<file path="src/rtl/r4_rt_otf_conv_if.sv">
// Handshake and data bundle between the sqrt digit datapath, the on-the-fly root converter and the round/pack stage.
interface r4_rt_otf_conv_if #(
  parameter int RT_W = 26
);
  logic            flush_i;
  logic            start_valid_i;
  logic            start_ready_o;
  logic            dig_valid_i;
  logic            dig_ready_o;
  logic [4:0]      rt_dig_i;
  logic            rem_valid_i;
  logic            rem_ready_o;
  logic            rem_neg_i;
  logic            rem_zero_i;
  logic            res_valid_o;
  logic            res_ready_i;
  logic [RT_W-1:0] rt_o;
  logic            inexact_o;
  logic            dig_err_o;

  modport slave (
    input  flush_i, start_valid_i, dig_valid_i, rt_dig_i,
    input  rem_valid_i, rem_neg_i, rem_zero_i, res_ready_i,
    output start_ready_o, dig_ready_o, rem_ready_o,
    output res_valid_o, rt_o, inexact_o, dig_err_o
  );

  modport master (
    output flush_i, start_valid_i, dig_valid_i, rt_dig_i,
    output rem_valid_i, rem_neg_i, rem_zero_i, res_ready_i,
    input  start_ready_o, dig_ready_o, rem_ready_o,
    input  res_valid_o, rt_o, inexact_o, dig_err_o
  );
endinterface

</file>
<file path="src/rtl/r4_rt_otf_conv.sv">
// On-the-fly radix-4 root assembly (Q and QM=Q-1) with final remainder sign correction.
// Optional macro R4_OTF_ONEHOT_CHK_EN: flags non-one-hot digits on dig_err_o and decodes them as zero.
module r4_rt_otf_conv #(
  parameter  int RT_W    = 26,
  localparam int NUM_DIG = RT_W / 2
) (
  input logic              clk,
  input logic              rst_n,
  r4_rt_otf_conv_if.slave  bus
);
  localparam int CNT_W = (NUM_DIG > 1) ? $clog2(NUM_DIG) : 1;

  typedef enum logic [1:0] {IDLE, ITER, WREM, DONE} state_t;

  state_t            state, state_nxt;
  logic [RT_W-1:0]   q, qm, q_nxt, qm_nxt;
  logic [CNT_W-1:0]  cnt;
  logic [RT_W-1:0]   rt;
  logic              inexact, res_valid, dig_err;
  logic              start_acc, dig_acc, rem_acc, res_acc;
  logic [4:0]        dsel;
  logic              dig_bad;

  assign bus.start_ready_o = (state == IDLE);
  assign bus.dig_ready_o   = (state == ITER);
  assign bus.rem_ready_o   = (state == WREM);
  assign bus.res_valid_o   = res_valid;
  assign bus.rt_o          = rt;
  assign bus.inexact_o     = inexact;
  assign bus.dig_err_o     = dig_err;

  // Normalise the incoming digit to a guaranteed one-hot select.
  always_comb begin
    dsel    = 5'b00100;
    dig_bad = 1'b0;
`ifdef R4_OTF_ONEHOT_CHK_EN
    if ($onehot(bus.rt_dig_i)) dsel = bus.rt_dig_i;
    else                       dig_bad = 1'b1;
`else
    if      (bus.rt_dig_i[4]) dsel = 5'b10000;
    else if (bus.rt_dig_i[3]) dsel = 5'b01000;
    else if (bus.rt_dig_i[2]) dsel = 5'b00100;
    else if (bus.rt_dig_i[1]) dsel = 5'b00010;
    else if (bus.rt_dig_i[0]) dsel = 5'b00001;
`endif
  end

  always_comb begin
    q_nxt  = {q[RT_W-3:0], 2'd0};
    qm_nxt = {qm[RT_W-3:0], 2'd3};
    case (dsel)
      5'b00001: begin q_nxt = {q[RT_W-3:0],  2'd2}; qm_nxt = {q[RT_W-3:0],  2'd1}; end
      5'b00010: begin q_nxt = {q[RT_W-3:0],  2'd1}; qm_nxt = {q[RT_W-3:0],  2'd0}; end
      5'b01000: begin q_nxt = {qm[RT_W-3:0], 2'd3}; qm_nxt = {qm[RT_W-3:0], 2'd2}; end
      5'b10000: begin q_nxt = {qm[RT_W-3:0], 2'd2}; qm_nxt = {qm[RT_W-3:0], 2'd1}; end
      default:  ;
    endcase
  end

  // Flush masks every handshake so it wins over simultaneous accepts.
  always_comb begin
    state_nxt = state;
    start_acc = 1'b0;
    dig_acc   = 1'b0;
    rem_acc   = 1'b0;
    res_acc   = 1'b0;
    if (bus.flush_i) begin
      state_nxt = IDLE;
    end else begin
      case (state)
        IDLE: if (bus.start_valid_i) begin
          start_acc = 1'b1;
          state_nxt = ITER;
        end
        ITER: if (bus.dig_valid_i) begin
          dig_acc = 1'b1;
          if (cnt == CNT_W'(NUM_DIG - 1)) state_nxt = WREM;
        end
        WREM: if (bus.rem_valid_i) begin
          rem_acc   = 1'b1;
          state_nxt = DONE;
        end
        DONE: if (res_valid && bus.res_ready_i) begin
          res_acc   = 1'b1;
          state_nxt = IDLE;
        end
        default: state_nxt = IDLE;
      endcase
    end
  end

  always_ff @(posedge clk or negedge rst_n) begin
    if (!rst_n) state <= IDLE;
    else        state <= state_nxt;
  end

  always_ff @(posedge clk or negedge rst_n) begin
    if (!rst_n) begin
      q         <= '0;
      qm        <= '1;
      cnt       <= '0;
      rt        <= '0;
      inexact   <= 1'b0;
      res_valid <= 1'b0;
      dig_err   <= 1'b0;
    end else if (bus.flush_i) begin
      cnt       <= '0;
      res_valid <= 1'b0;
    end else begin
      if (start_acc) begin
        q       <= '0;
        qm      <= '1;
        cnt     <= '0;
        dig_err <= 1'b0;
      end
      if (dig_acc) begin
        q   <= q_nxt;
        qm  <= qm_nxt;
        cnt <= cnt + CNT_W'(1);
        if (dig_bad) dig_err <= 1'b1;
      end
      if (rem_acc) begin
        rt        <= bus.rem_neg_i ? qm : q;
        inexact   <= bus.rem_neg_i | ~bus.rem_zero_i;
        res_valid <= 1'b1;
      end
      if (res_acc) res_valid <= 1'b0;
    end
  end
endmodule

</file>
<file path="src/flat_wrapper.sv">
// flat-port wrapper written by rule: the top's interface ports become plain ports
module r4_rt_otf_conv_flat 
#(
  parameter  int RT_W    = 26,
  localparam int NUM_DIG = RT_W / 2
)
  (clk, rst_n, bus_flush_i, bus_start_valid_i, bus_dig_valid_i, bus_rt_dig_i, bus_rem_valid_i, bus_rem_neg_i, bus_rem_zero_i, bus_res_ready_i, bus_start_ready_o, bus_dig_ready_o, bus_rem_ready_o, bus_res_valid_o, bus_rt_o, bus_inexact_o, bus_dig_err_o);
  r4_rt_otf_conv_if #(.RT_W(RT_W)) bus_i ();
  input logic clk;
  input logic rst_n;
  input wire logic [$bits(bus_i.flush_i)-1:0] bus_flush_i;
  input wire logic [$bits(bus_i.start_valid_i)-1:0] bus_start_valid_i;
  input wire logic [$bits(bus_i.dig_valid_i)-1:0] bus_dig_valid_i;
  input wire logic [$bits(bus_i.rt_dig_i)-1:0] bus_rt_dig_i;
  input wire logic [$bits(bus_i.rem_valid_i)-1:0] bus_rem_valid_i;
  input wire logic [$bits(bus_i.rem_neg_i)-1:0] bus_rem_neg_i;
  input wire logic [$bits(bus_i.rem_zero_i)-1:0] bus_rem_zero_i;
  input wire logic [$bits(bus_i.res_ready_i)-1:0] bus_res_ready_i;
  output wire logic [$bits(bus_i.start_ready_o)-1:0] bus_start_ready_o;
  output wire logic [$bits(bus_i.dig_ready_o)-1:0] bus_dig_ready_o;
  output wire logic [$bits(bus_i.rem_ready_o)-1:0] bus_rem_ready_o;
  output wire logic [$bits(bus_i.res_valid_o)-1:0] bus_res_valid_o;
  output wire logic [$bits(bus_i.rt_o)-1:0] bus_rt_o;
  output wire logic [$bits(bus_i.inexact_o)-1:0] bus_inexact_o;
  output wire logic [$bits(bus_i.dig_err_o)-1:0] bus_dig_err_o;
  assign bus_i.flush_i = bus_flush_i;
  assign bus_i.start_valid_i = bus_start_valid_i;
  assign bus_i.dig_valid_i = bus_dig_valid_i;
  assign bus_i.rt_dig_i = bus_rt_dig_i;
  assign bus_i.rem_valid_i = bus_rem_valid_i;
  assign bus_i.rem_neg_i = bus_rem_neg_i;
  assign bus_i.rem_zero_i = bus_rem_zero_i;
  assign bus_i.res_ready_i = bus_res_ready_i;
  assign bus_start_ready_o = bus_i.start_ready_o;
  assign bus_dig_ready_o = bus_i.dig_ready_o;
  assign bus_rem_ready_o = bus_i.rem_ready_o;
  assign bus_res_valid_o = bus_i.res_valid_o;
  assign bus_rt_o = bus_i.rt_o;
  assign bus_inexact_o = bus_i.inexact_o;
  assign bus_dig_err_o = bus_i.dig_err_o;
  r4_rt_otf_conv #(.RT_W(RT_W)) u_core (.clk(clk), .rst_n(rst_n), .bus(bus_i));
endmodule
</file>
<file path="config.mk">
export PLATFORM = sky130hd
export DESIGN_NAME = r4_rt_otf_conv_flat
export DESIGN_NICKNAME = d
export VERILOG_FILES = /design/src/rtl/r4_rt_otf_conv_if.sv /design/src/rtl/r4_rt_otf_conv.sv /design/src/flat_wrapper.sv
export SDC_FILE = /design/constraint.sdc
export NUM_CORES = 1
export LEC_CHECK = 0
export ABC_AREA = 1
export CELL_PAD_IN_SITES_DETAIL_PLACEMENT = 1
export CELL_PAD_IN_SITES_GLOBAL_PLACEMENT = 1
export CORE_UTILIZATION = 43
export DETAILED_ROUTE_END_ITERATION = 12
export PLACE_DENSITY_LB_ADDON = 0.25
export SLEW_MARGIN = 20
export SYNTH_ARGS = -nofsm -noshare
export SYNTH_HDL_FRONTEND = slang
export SYNTH_SLANG_ARGS = --single-unit
export TNS_END_PERCENT = 100
</file>
<file path="constraint.sdc">
create_clock -name clk -period 2.1 [get_ports clk]
set_input_delay 0.21 -clock clk [delete_from_list [all_inputs] [get_ports clk]]
set_output_delay 0.21 -clock clk [all_outputs]
set_load 0.01 [all_outputs]
</file>
==> results of run 1 <==
synth_stat cells (all sizes together):
cell type	instances
nand2	170
inv	69
o21ai	67
dfrtp	60
nand4	27
buf	26
dfstp	26
nand3	26
a22oi	19
mux2i	19
nor2	10
a21oi	7
clkbuf	7
ha	7
o22ai	2
a21boi	1
a311oi	1
conb	1
o211ai	1
o31ai	1
or2	1
xnor2	1
xor2	1
through the flow:
stage                     utilization [%]  cells
final                               52.05    730
after global routing                52.05    730
after floorplan                         -    550
after detailed placement            50.15    713
after global placement              50.15    713
after CTS                           52.05    730
area by class of cell:
class / instances / area [um^2] / share of cell area (%)
clock inverter: 3 / 17.52 / 0.3260
sequential: 86 / 2185 / 40.65
clock buffer: 13 / 168.9 / 3.143
multi-input combinational: 362 / 1966 / 36.58
tap: 136 / 170.2 / 3.166
timing repair buffer: 61 / 605.6 / 11.27
inverter: 69 / 261.5 / 4.866
registers in the layout (all words and copies together), names as in the netlist:
register / cells
u_core.bus.inexact_o: 1
u_core.bus.res_valid_o: 1
u_core.q: 26
u_core.qm: 26
u_core.bus.rt_o: 26
u_core.state: 2
u_core.cnt: 4
placed cells by master (no fill, tap or decap), types with 3 or more instances in the layout:
cell type and n:
sky130_fd_sc_hd__a21oi_1 6, sky130_fd_sc_hd__a22oi_1 3, sky130_fd_sc_hd__a22oi_2 16, sky130_fd_sc_hd__buf_12 3, sky130_fd_sc_hd__buf_4 14, sky130_fd_sc_hd__clkbuf_8 12, sky130_fd_sc_hd__clkdlybuf4s50_1 43, sky130_fd_sc_hd__dfrtp_1 60
sky130_fd_sc_hd__dfstp_2 26, sky130_fd_sc_hd__ha_1 7, sky130_fd_sc_hd__inv_1 62, sky130_fd_sc_hd__inv_2 6, sky130_fd_sc_hd__mux2i_1 19, sky130_fd_sc_hd__nand2_1 168, sky130_fd_sc_hd__nand3_1 24, sky130_fd_sc_hd__nand4_1 27
sky130_fd_sc_hd__nor2_1 8, sky130_fd_sc_hd__o21ai_0 31, sky130_fd_sc_hd__o21ai_1 36
worst max path at each step:
stage / from / to / slack (ns)
2_1_floorplan: u_core.state[1] / u_core.q[7] / 0.54
3_3_place_gp: bus_rt_dig_i[2] / u_core.q[6] / 0.37
3_5_place_dp: bus_rt_dig_i[2] / u_core.qm[8] / 0.29
4_1_cts: u_core.state[0] / bus_rem_ready_o / 0.1
5_1_grt: u_core.state[0] / bus_rem_ready_o / 0.04
6_report: u_core.state[0] / bus_rem_ready_o / 0.12
power by group through the flow:
| stage | logic [mW] | clock network, mW | registers (mW) |
|---|---|---|---|
| after global routing | 2.61 | 1.20 | 2.71 |
| final | 2.32 | 1.12 | 2.64 |
| after detailed placement | 2.33 | 0 | 2.67 |
| after floorplan | 1.31 | 0 | 2.68 |
| after CTS | 2.36 | 1.16 | 2.64 |
| after global placement | 2.23 | 0 | 2.63 |
worst max-delay path: cells and delay by family (launching register included):
kind,cells,cell delay [ns]
fa+ha+maj,1,0.28
buf+inv,2,0.70
flops,1,0.44
what timing repair did:
action                     4_1_cts  5_1_grt
hold endpoints to repair        19        0
hold buffers                     1        0
gates resized for setup          0        0
setup endpoints to repair        0        0
metal layers:
| layer | track usage, % | wire (um) |
|---|---|---|
| met2 | 40.27 | 6074 |
| met4 | 8.350 | 184 |
| met5 | 0 | 0 |
| met1 | 29.23 | 5378 |
| met3 | 2.721 | 335 |
cell families (layout without fill, tap and decap cells):
group           after synthesis  after routing  share of synthesized area (%)
other cells                   1              1                        0.08160
mux                          19             19                          4.138
xor+xnor                      2              2                         0.3812
buf+inv                     102            146                          9.965
fa+ha+maj                     7              7                          1.906
flops                        86             86                          47.54
compound gates               99             99                          14.10
simple gates                234            234                          21.89
==> metrics.md, run 1 <==
| Metric | Value |
|---|---|
| Outcome | `finished clean` |
| Average routed wire per standard cell | `16.40 um` |
| CP Capture Type | `primary output` |
| # DRC | `0` |
| Largest cells by area after synthesis | `sky130_fd_sc_hd__dfrtp_1, sky130_fd_sc_hd__dfstp_2, sky130_fd_sc_hd__nand2_1, sky130_fd_sc_hd__inv_1, sky130_fd_sc_hd__a22oi_2` |
| Maximum cell stage delay along the critical path | `0.57 ns` |
| Actual transition at the worst max-transition pin | `0.7684 ns` |
| Clock Power Share | `18.4%` |
| Max-cap check violation count | `0` |
| Number of hold-slack violations in the final timing report | `0` |
| Instance area at placement | `0.005177 mm^2` |
| Relative contribution of combinational cells to total power | `38.2%` |
| Mapped cell area | `0.004596 mm^2` |
| Sequential Power Share | `43.4%` |
| Maximum number of pins on one net before global-route repair | `54` |
| Chain of cells forming the critical path | `inv_1 -> ha_1 -> clkdlybuf4s50_1` |
| Horizontal die dimension | `105.4 um` |
| Residual overflow from global routing | `0` |
| Worst IR drop on VDD | `0.0004695 V` |
| Crit Path Max Fanout | `5` |
| Startpoint class of the critical path | `register` |
| Pwr Density | `1133 mW/mm^2` |
| Syn_nets | `571` |
| Clock sink count | `86` |
| Clk pin slew, worst setup/hold paths | `0.09 ns` |
| Total negative setup slack | `0 ns` |
| Pleak | `2.560 nW` |
| Inserted Diodes | `0` |
| Global placer's final weighted congestion | `0.7797` |
| Clock insertion delay at the later pin of the skew report | `0.36 ns` |
| Psw | `2.268 mW` |
| Clock buffers created by TritonCTS | `9` |
| Starting DRT DRC Count | `118` |
| Buffers inserted by post-CTS timing repair | `0` |
| Worst clock skew | `0.008878 ns` |
| Sequential cell area fraction in the yosys report | `47.54%` |
| Synth cell types | `35` |
| Synthesized area divided by synthesized cell count | `8.356 um^2` |
| Share of post-route cells with drive strength above 1 | `14.98%` |
| Number of synthesized register bits | `86` |
| Maximum buffer depth of the clock tree | `2` |
| Proportion of netlist area held by the largest area contributor | `32.67%` |
| Total via count after detailed routing | `3,875` |
| Initial core utilization | `44.52%` |
| Reg-to-reg setup timing slack | `0.30 ns` |
| Smallest hold slack | `0.3406 ns` |
| Slowest CP cell | `sky130_fd_sc_hd__clkdlybuf4s50_1` |
| Total power | `6.090 mW` |
| Via count normalized by instance count | `5.308` |
| Required time of the critical path | `1.89 ns` |
| Number of antenna violations at the first check in global routing | `0` |
| Path category of the worst min-delay check | `in -> async` |
| Tot GR Track Use | `23.03%` |
| Worst slack at placement | `0.2866 ns` |
| Post-route antenna net violation count | `0` |
| I/O Buffers | `44` |
| Max Fclk | `0.5042 GHz` |
| Global-route wire length before repair | `20.29 mm` |
| Filler cell count | `1,273` |
| I/O pins | `46` |
| Count of pins over their slew limit | `0` |
| Final setup slack of the worst path | `0.1165 ns` |
| Count of TritonRoute iterations in the first routing pass | `4` |
| Via count of the first global-routing pass | `4,139` |
| Worst slew slack as a fraction of its limit | `48.43%` |
| Worst reg2reg path depth | `7` |
| Library cell with the largest summed area after synthesis | `sky130_fd_sc_hd__dfrtp_1` |
| Worst Setup Path Type | `reg -> out` |
| CTS Root Cell | `sky130_fd_sc_hd__clkbuf_8` |
| HPWL after detailed placement | `7.939 mm` |
| Post-layout min period | `1.983 ns` |
| Crit share post-route | `94.45%` |
| Layout overhead on the synthesized area | `16.93%` |
| Unrepaired setup endpoints after global routing | `no` |
| Core Area | `0.01032 mm^2` |
| Internal power consumption | `3.821 mW` |
| Startpoint of the worst register-to-register path | `u_core.state[1]` |
| Critical Path AT | `1.77 ns` |
| Placement row count | `37` |
| Cells after synthesis | `550` |
| Total Wirelength | `11.97 mm` |
| Ys Warns | `0` |
| Setup Viol. Count Final | `0` |
| Total non-filler cell area in the finished layout | `0.005374 mm^2` |
| CTS tree | `done` |
| End of the worst register-to-register path | `u_core.cnt[3]` |
| Final layout net count | `610` |
| Die span in y | `105.4 um` |
| Switching Share | `37.25%` |
| Die Area | `0.01110 mm^2` |
| Maximum level of the CTS H-tree | `3` |
Power figures use the tool's default switching activity.
==> run 2: changes to the inputs <==
Settings changed: CORE_UTILIZATION 43 to 45.
Clock period 2.1 ns to 2.3 ns, I/O delays scaled along.
==> run 2 against run 1 <==
  * Critical path depth unchanged
  * Sequential share of layout area down 0.28 points
  * Worst setup slack better by 0.18 ns
  * Core utilization up 3.1 points
  * Cell area up 0.70%
  * Via count down 0.21%
  * Combinational power down 9.1%
==> metrics.md, run 2 (synthesis gave the netlist of run 1 again) <==
| Metric | Value |
|---|---|
| Total Wirelength | `11.71 mm (-2.2%)` |
| Crit share post-route | `87.04%` |
| Met2 Track Usage GR | `43.64% (+3.4 points)` |
| CTS Root Cell | `sky130_fd_sc_hd__clkbuf_8` |
| Final layout net count | `608 (-0.33%)` |
| I/O pins | `46 (unchanged)` |
| CTS tree | `done` |
| Worst Setup Path Type | `reg -> out` |
| Worst IR drop on VDD | `0.0004716 V (+0.45%)` |
| Setup Viol. Count Final | `0 (unchanged)` |
| Met3 routing resource usage after global routing | `3.254% (+0.53 points)` |
| Clock insertion delay at the later pin of the skew report | `0.37 ns (about the same)` |
| Horizontal die dimension | `103.1 um (-2.2%)` |
| Worst slack at placement | `0.5620 ns (+0.2754 ns)` |
| Average routed wire per standard cell | `16.15 um (-1.5%)` |
| Residual overflow from global routing | `0 (unchanged)` |
| Global routing usage on met1 | `29.71% (+0.47 points)` |
| Clock sink count | `86 (unchanged)` |
| Global placer's final weighted congestion | `0.7928 (+1.7%)` |
| HPWL after detailed placement | `7.628 mm (-3.9%)` |
| Share of post-route cells with drive strength above 1 | `14.36% (-0.63 points)` |
| Pwr Density | `1070 mW/mm^2 (-5.6%)` |
| Post-cts sizing count | `0 (unchanged)` |
| Commonest cells after routing, fill and taps aside | `sky130_fd_sc_hd__nand2_1, sky130_fd_sc_hd__inv_1, sky130_fd_sc_hd__dfrtp_1` |
| Total via count after detailed routing | `3,867 (-0.21%)` |
| Count of pins over their slew limit | `0 (unchanged)` |
| Inserted Diodes | `0 (unchanged)` |
| Path category of the worst min-delay check | `in -> async` |
| Placement row count | `36 (-2.7%)` |
| Via count normalized by instance count | `5.334 (+0.48%)` |
| Outcome | `finished clean` |
| Count of TritonRoute iterations in the first routing pass | `4 (unchanged)` |
| Via count of the first global-routing pass | `4,102 (-0.89%)` |
| CP Capture Type | `primary output` |
| Maximum number of pins on one net before global-route repair | `55 (+1.9%)` |
| Layout overhead on the synthesized area | `17.75%` |
| Smallest hold slack | `0.3181 ns (-0.02244 ns)` |
| Pleak | `2.575 nW (+0.62%)` |
| Crit Path Max Fanout | `5 (unchanged)` |
| Core Area | `0.009819 mm^2 (-4.9%)` |
| Actual transition at the worst max-transition pin | `0.5630 ns (-0.2054 ns)` |
| Reg-to-reg setup timing slack | `0.55 ns (+0.25 ns)` |
| Global-route wire length before repair | `19.73 mm (-2.8%)` |
| Starting DRT DRC Count | `104 (-12%)` |
| Die Area | `0.01062 mm^2 (-4.4%)` |
| Number of hold-slack violations in the final timing report | `0 (unchanged)` |
| Initial core utilization | `46.80% (+2.3 points)` |
| Post-layout min period | `2.002 ns` |
| Most heavily used metal layer in global routing | `met2` |
| Maximum level of the CTS H-tree | `3 (unchanged)` |
| # DRC | `0 (unchanged)` |
| Clk pin slew, worst setup/hold paths | `0.09 ns (about the same)` |
| Maximum buffer depth of the clock tree | `2 (unchanged)` |
| Tot GR Track Use | `24.50% (+1.5 points)` |
| I/O Buffers | `44 (unchanged)` |
| Max-cap check violation count | `0 (unchanged)` |
| Worst slew slack as a fraction of its limit | `62.47% (+14 points)` |
| End of the worst register-to-register path | `u_core.q[9]` |
| Max Fclk | `0.4995 GHz` |
| Startpoint of the worst register-to-register path | `u_core.state[1]` |
| Post-route antenna net violation count | `0 (unchanged)` |
| Final core occ | `55.11% (+3.1 points)` |
| Final setup slack of the worst path | `0.2980 ns (+0.1815 ns)` |
| Most common cell after layout, fill and taps aside | `sky130_fd_sc_hd__nand2_1` |
| Clock buffers created by TritonCTS | `9 (unchanged)` |
| Critical Path AT | `1.77 ns (about the same)` |
| Die span in y | `103.1 um (-2.2%)` |
| Startpoint class of the critical path | `register` |
| Total negative setup slack | `0 ns (unchanged)` |
| Worst clock skew | `0.01101 ns (+0.002133 ns)` |
| Required time of the critical path | `2.07 ns (+0.18 ns)` |
| Number of antenna violations at the first check in global routing | `0 (unchanged)` |
| Worst reg2reg path depth | `7 (unchanged)` |
| Unrepaired setup endpoints after global routing | `no` |
run 2: changes by cell type in the layout (fill, tap and decap cells not counted), sizes merged:
cell,delta
clkinvlp,-1
bufinv,+3
buf,-2
clkbuf,-1
clkinv,-1
run 2: power breakdown:
group          switching [mW]  leakage (nW)  internal, mW
Combinational            1.17          1.40         0.937
Sequential              0.325          1.06          2.08
Clock                   0.555         0.115         0.722
Total                    2.05          2.58          3.74
run 2: per-layer routing:
layer / vias to the layer above / part of all wire [%]
met2: 45 / 51
met4: 0 / 1.9
met5: - / 0
li1: 1859 / -
met1: 1949 / 45
met3: 14 / 1.8
run 2: critical path: stages, from the launching register on:
cell and delay, ns:
sky130_fd_sc_hd__dfrtp_1 0.43, sky130_fd_sc_hd__inv_1 0.13, sky130_fd_sc_hd__ha_1 0.27, sky130_fd_sc_hd__clkdlybuf4s50_1 0.57
run 2: cell type report:
cell class              instances  area [um^2]
clock buffers                  12        135.1
clock inverters                 4        95.09
fillers                      1212         4408
inverters                      69        261.5
multi-input cells             362         1966
flip-flops and latches         86         2185
well taps                     133        166.4
repair buffers                 59        603.1
run 2: stage by stage:
step	power [mW]	cell area (um^2)	std cells
final	5.791	5411	725
after CTS	5.866	5411	725
after floorplan	3.646	4596	550
after global routing	6.203	5411	725
after detailed placement	4.556	5171	708
after global placement	4.424	5171	708
run 2: how the worst max path moves through the flow:
stage                    start                  to  cells past startpoint  slack, ns
6_report       u_core.state[0]     bus_rem_ready_o                      3       0.30
4_1_cts        u_core.state[0]     bus_rem_ready_o                      3       0.28
2_1_floorplan  u_core.state[1]         u_core.q[7]                      8       0.74
5_1_grt        u_core.state[0]     bus_rem_ready_o                      3       0.22
3_5_place_dp     bus_rem_neg_i  u_core.bus.rt_o[3]                      4       0.56
3_3_place_gp   bus_rt_dig_i[3]        u_core.q[25]                      6       0.61
run 2: timing repair:
item | 4_1_cts | 5_1_grt
hold buffers | 1 | 0
buffers inserted | 0 | 0
hold endpoints to repair | 19 | 0
setup endpoints to repair | 0 | 0
==> run 3: changes to the inputs <==
Settings changed: CORE_UTILIZATION 45 to 39.
Clock period 2.3 ns to 1.6 ns, I/O delays scaled along.
==> run 3 against run 2 <==
  * Core utilization is 5.5 points lower
  * Sequential share of layout area shrank 1.9 points
  * Critical path depth unchanged
  * Global-route usage shrank 3.3 points
  * Largest cell class unchanged
==> metrics.md, run 3 (synthesis gave the netlist of run 1 again) <==
| Metric | Value |
|---|---|
| Outcome | `finished clean` |
| Average routed wire per standard cell | `16.14 um (about the same)` |
| Max Fclk | `0.6464 GHz` |
| Unrepaired setup endpoints after global routing | `yes` |
| Startpoint of the worst setup timing path | `u_core.state[0]` |
| CTS tree | `done` |
| Placement row count | `39 (+8.3%)` |
| Startpoint class of the critical path | `register` |
| Most common cell after layout, fill and taps aside | `sky130_fd_sc_hd__nand2_1` |
| Clock buffers created by TritonCTS | `9 (unchanged)` |
| Critical Path AT | `1.39 ns (-0.38 ns)` |
| Inserted Diodes | `0 (unchanged)` |
| Worst IR drop on VDD | `0.0007217 V (+53%)` |
| Number of antenna violations at the first check in global routing | `0 (unchanged)` |
| Clock insertion delay at the later pin of the skew report | `0.35 ns (-0.02 ns)` |
| Family with the most delay on the worst path | `flip-flops` |
| Post-layout min period | `1.547 ns` |
| Worst clock skew | `0.008472 ns (-0.002538 ns)` |
| Die span in y | `110.6 um (+7.3%)` |
| HPWL after detailed placement | `7.883 mm (+3.3%)` |
| Sequential Power Share | `40.2% (-1.3 points)` |
| Die Area | `0.01222 mm^2 (+15%)` |
| Commonest cells after routing, fill and taps aside | `sky130_fd_sc_hd__nand2_1, sky130_fd_sc_hd__inv_1, sky130_fd_sc_hd__dfrtp_1` |
| Via count of the first global-routing pass | `4,235 (+3.2%)` |
| I/O Buffers | `44 (unchanged)` |
| Buffers & Inverters on Critical Path | `2 (unchanged)` |
| CP Capture Type | `primary output` |
| Number of hold-slack violations in the final timing report | `0 (unchanged)` |
| CTS Root Cell | `sky130_fd_sc_hd__clkbuf_16` |
| Setup Viol. Count Final | `0 (unchanged)` |
| Post-route antenna net violation count | `0 (unchanged)` |
| Final layout net count | `619 (+1.8%)` |
| Instance area at placement | `0.005364 mm^2 (+3.7%)` |
| Crit Path Max Fanout | `4 (-1)` |
| Total via count after detailed routing | `3,890 (+0.59%)` |
| Core Area | `0.01147 mm^2 (+17%)` |
| Initial core utilization | `40.08% (-6.7 points)` |
| Residual overflow from global routing | `0 (unchanged)` |
| Clk pin slew, worst setup/hold paths | `0.06 ns (-0.03 ns)` |
| Count of TritonRoute iterations in the first routing pass | `4 (unchanged)` |
| Path category of the worst min-delay check | `in -> async` |
| Clock Power Share | `22.8% (+0.7 points)` |
| # DRC | `0 (unchanged)` |
| Maximum number of pins on one net before global-route repair | `78 (+42%)` |
| Starting DRT DRC Count | `146 (+40%)` |
| Maximum cell stage delay along the critical path | `0.43 ns (-0.14 ns)` |
| Switching Share | `35.47% (about the same)` |
| I/O pins | `46 (unchanged)` |
| Psw | `3.044 mW (+48%)` |
| Relative contribution of combinational cells to total power | `37.0% (+0.6 points)` |
| Startpoint of the worst register-to-register path | `u_core.state[0]` |
| Via count normalized by instance count | `5.214 (-2.2%)` |
| Total Wirelength | `12.04 mm (+2.9%)` |
| Layout overhead on the synthesized area | `23.71%` |
| Chain of cells forming the critical path | `ha_2 -> buf_4 -> dlygate4sd2_1` |
| Tot GR Track Use | `21.20% (-3.3 points)` |
| Global placer's final weighted congestion | `0.7670 (-3.3%)` |
| Pleak | `2.704 nW (+5.0%)` |
| Total non-filler cell area in the finished layout | `0.005685 mm^2 (+5.1%)` |
| Crit share post-route | `96.69%` |
| Total negative setup slack | `0 ns (unchanged)` |
| Max-cap check violation count | `0 (unchanged)` |
| Maximum buffer depth of the clock tree | `2 (unchanged)` |
| Clock sink count | `86 (unchanged)` |
| Share of post-route cells with drive strength above 1 | `17.58% (+3.2 points)` |
| Slowest CP cell | `sky130_fd_sc_hd__dfrtp_2` |
| Internal power consumption | `5.537 mW (+48%)` |
| Horizontal die dimension | `110.6 um (+7.3%)` |
| Pwr Density | `1509 mW/mm^2 (+41%)` |
| Global-route wire length before repair | `20.88 mm (+5.8%)` |
| Required time of the critical path | `1.44 ns (-0.63 ns)` |
| Smallest hold slack | `0.1935 ns (-0.1246 ns)` |
| Worst Setup Path Type | `reg -> out` |
| Count of pins over their slew limit | `0 (unchanged)` |
| Maximum level of the CTS H-tree | `3 (unchanged)` |
run 3: cell count changes in the layout (fill, tap and decap cells not counted), sizes merged:
cell / before / now
clkinv: 1 / 5
buf: 15 / 26
bufinv: 3 / 0
dlygate4sd2: 0 / 3
clkdlybuf4s50: 43 / 40
clkbuf: 12 / 11
run 3: power by group through the flow:
| stage | Sequential (mW) | Combinational, mW | Clock, mW |
|---|---|---|---|
| floorplan | 3.52 | 1.72 | 0 |
| global placement | 3.45 | 3.07 | 0 |
| detailed placement | 3.48 | 3.19 | 0 |
| CTS | 3.45 | 3.21 | 2.01 |
| global route | 3.55 | 3.57 | 2.09 |
| finish | 3.45 | 3.18 | 1.96 |
run 3: stage by stage:
stage	total power, mW	setup WS [ns]	std cells	utilization, %
4_1_cts	8.678	0.02220	746	49.43
6_report	8.581	0.05301	746	49.58
5_1_grt	9.209	-0.003578	746	49.58
3_5_place_dp	6.668	-0.01338	727	46.78
3_3_place_gp	6.515	0.02149	727	46.78
2_1_floorplan	5.241	0.04090	550	-
run 3: path summary, 6_finish.rpt:
kind	slack, ns	cells past startpoint	end
hold reg to reg	0.49	2	u_core.q[25]
min in group clk	0.42	2	u_core.bus.res_valid_o
setup / recovery	0.05	3	bus_dig_ready_o
max in group asynchronous	0.70	3	u_core.qm[3]
setup reg to reg	0.11	7	u_core.qm[10]
hold / removal	0.19	2	u_core.state[1]
run 3: area by class of cell:
cell class	instances	area, um^2
fill	1359	5782
sequential	86	2186
multi-input combinational	362	1981
timing repair buffer	70	810.8
inverter	69	261.5
clock buffer	11	242.7
tap	143	178.9
clock inverter	5	25.02
run 3: what timing repair did:
item,in CTS,in global routing
hold buffers,1,0
hold endpoints to repair,22,0
setup endpoints to repair,11,54
pin swaps,1,0
gates resized for setup,4,8
buffers inserted,2,0
run 3: per-layer routing:
metal / routed length [um] / part of all wire (%) / GRT usage [%] / vias up
li1: - / - / - / 1882
met4: 204 / 1.7 / 8.178 / 0
met5: 0 / 0 / 0 / -
met3: 288 / 2.4 / 3.238 / 15
met1: 5523 / 46 / 26.05 / 1941
met2: 6028 / 50 / 37.23 / 52
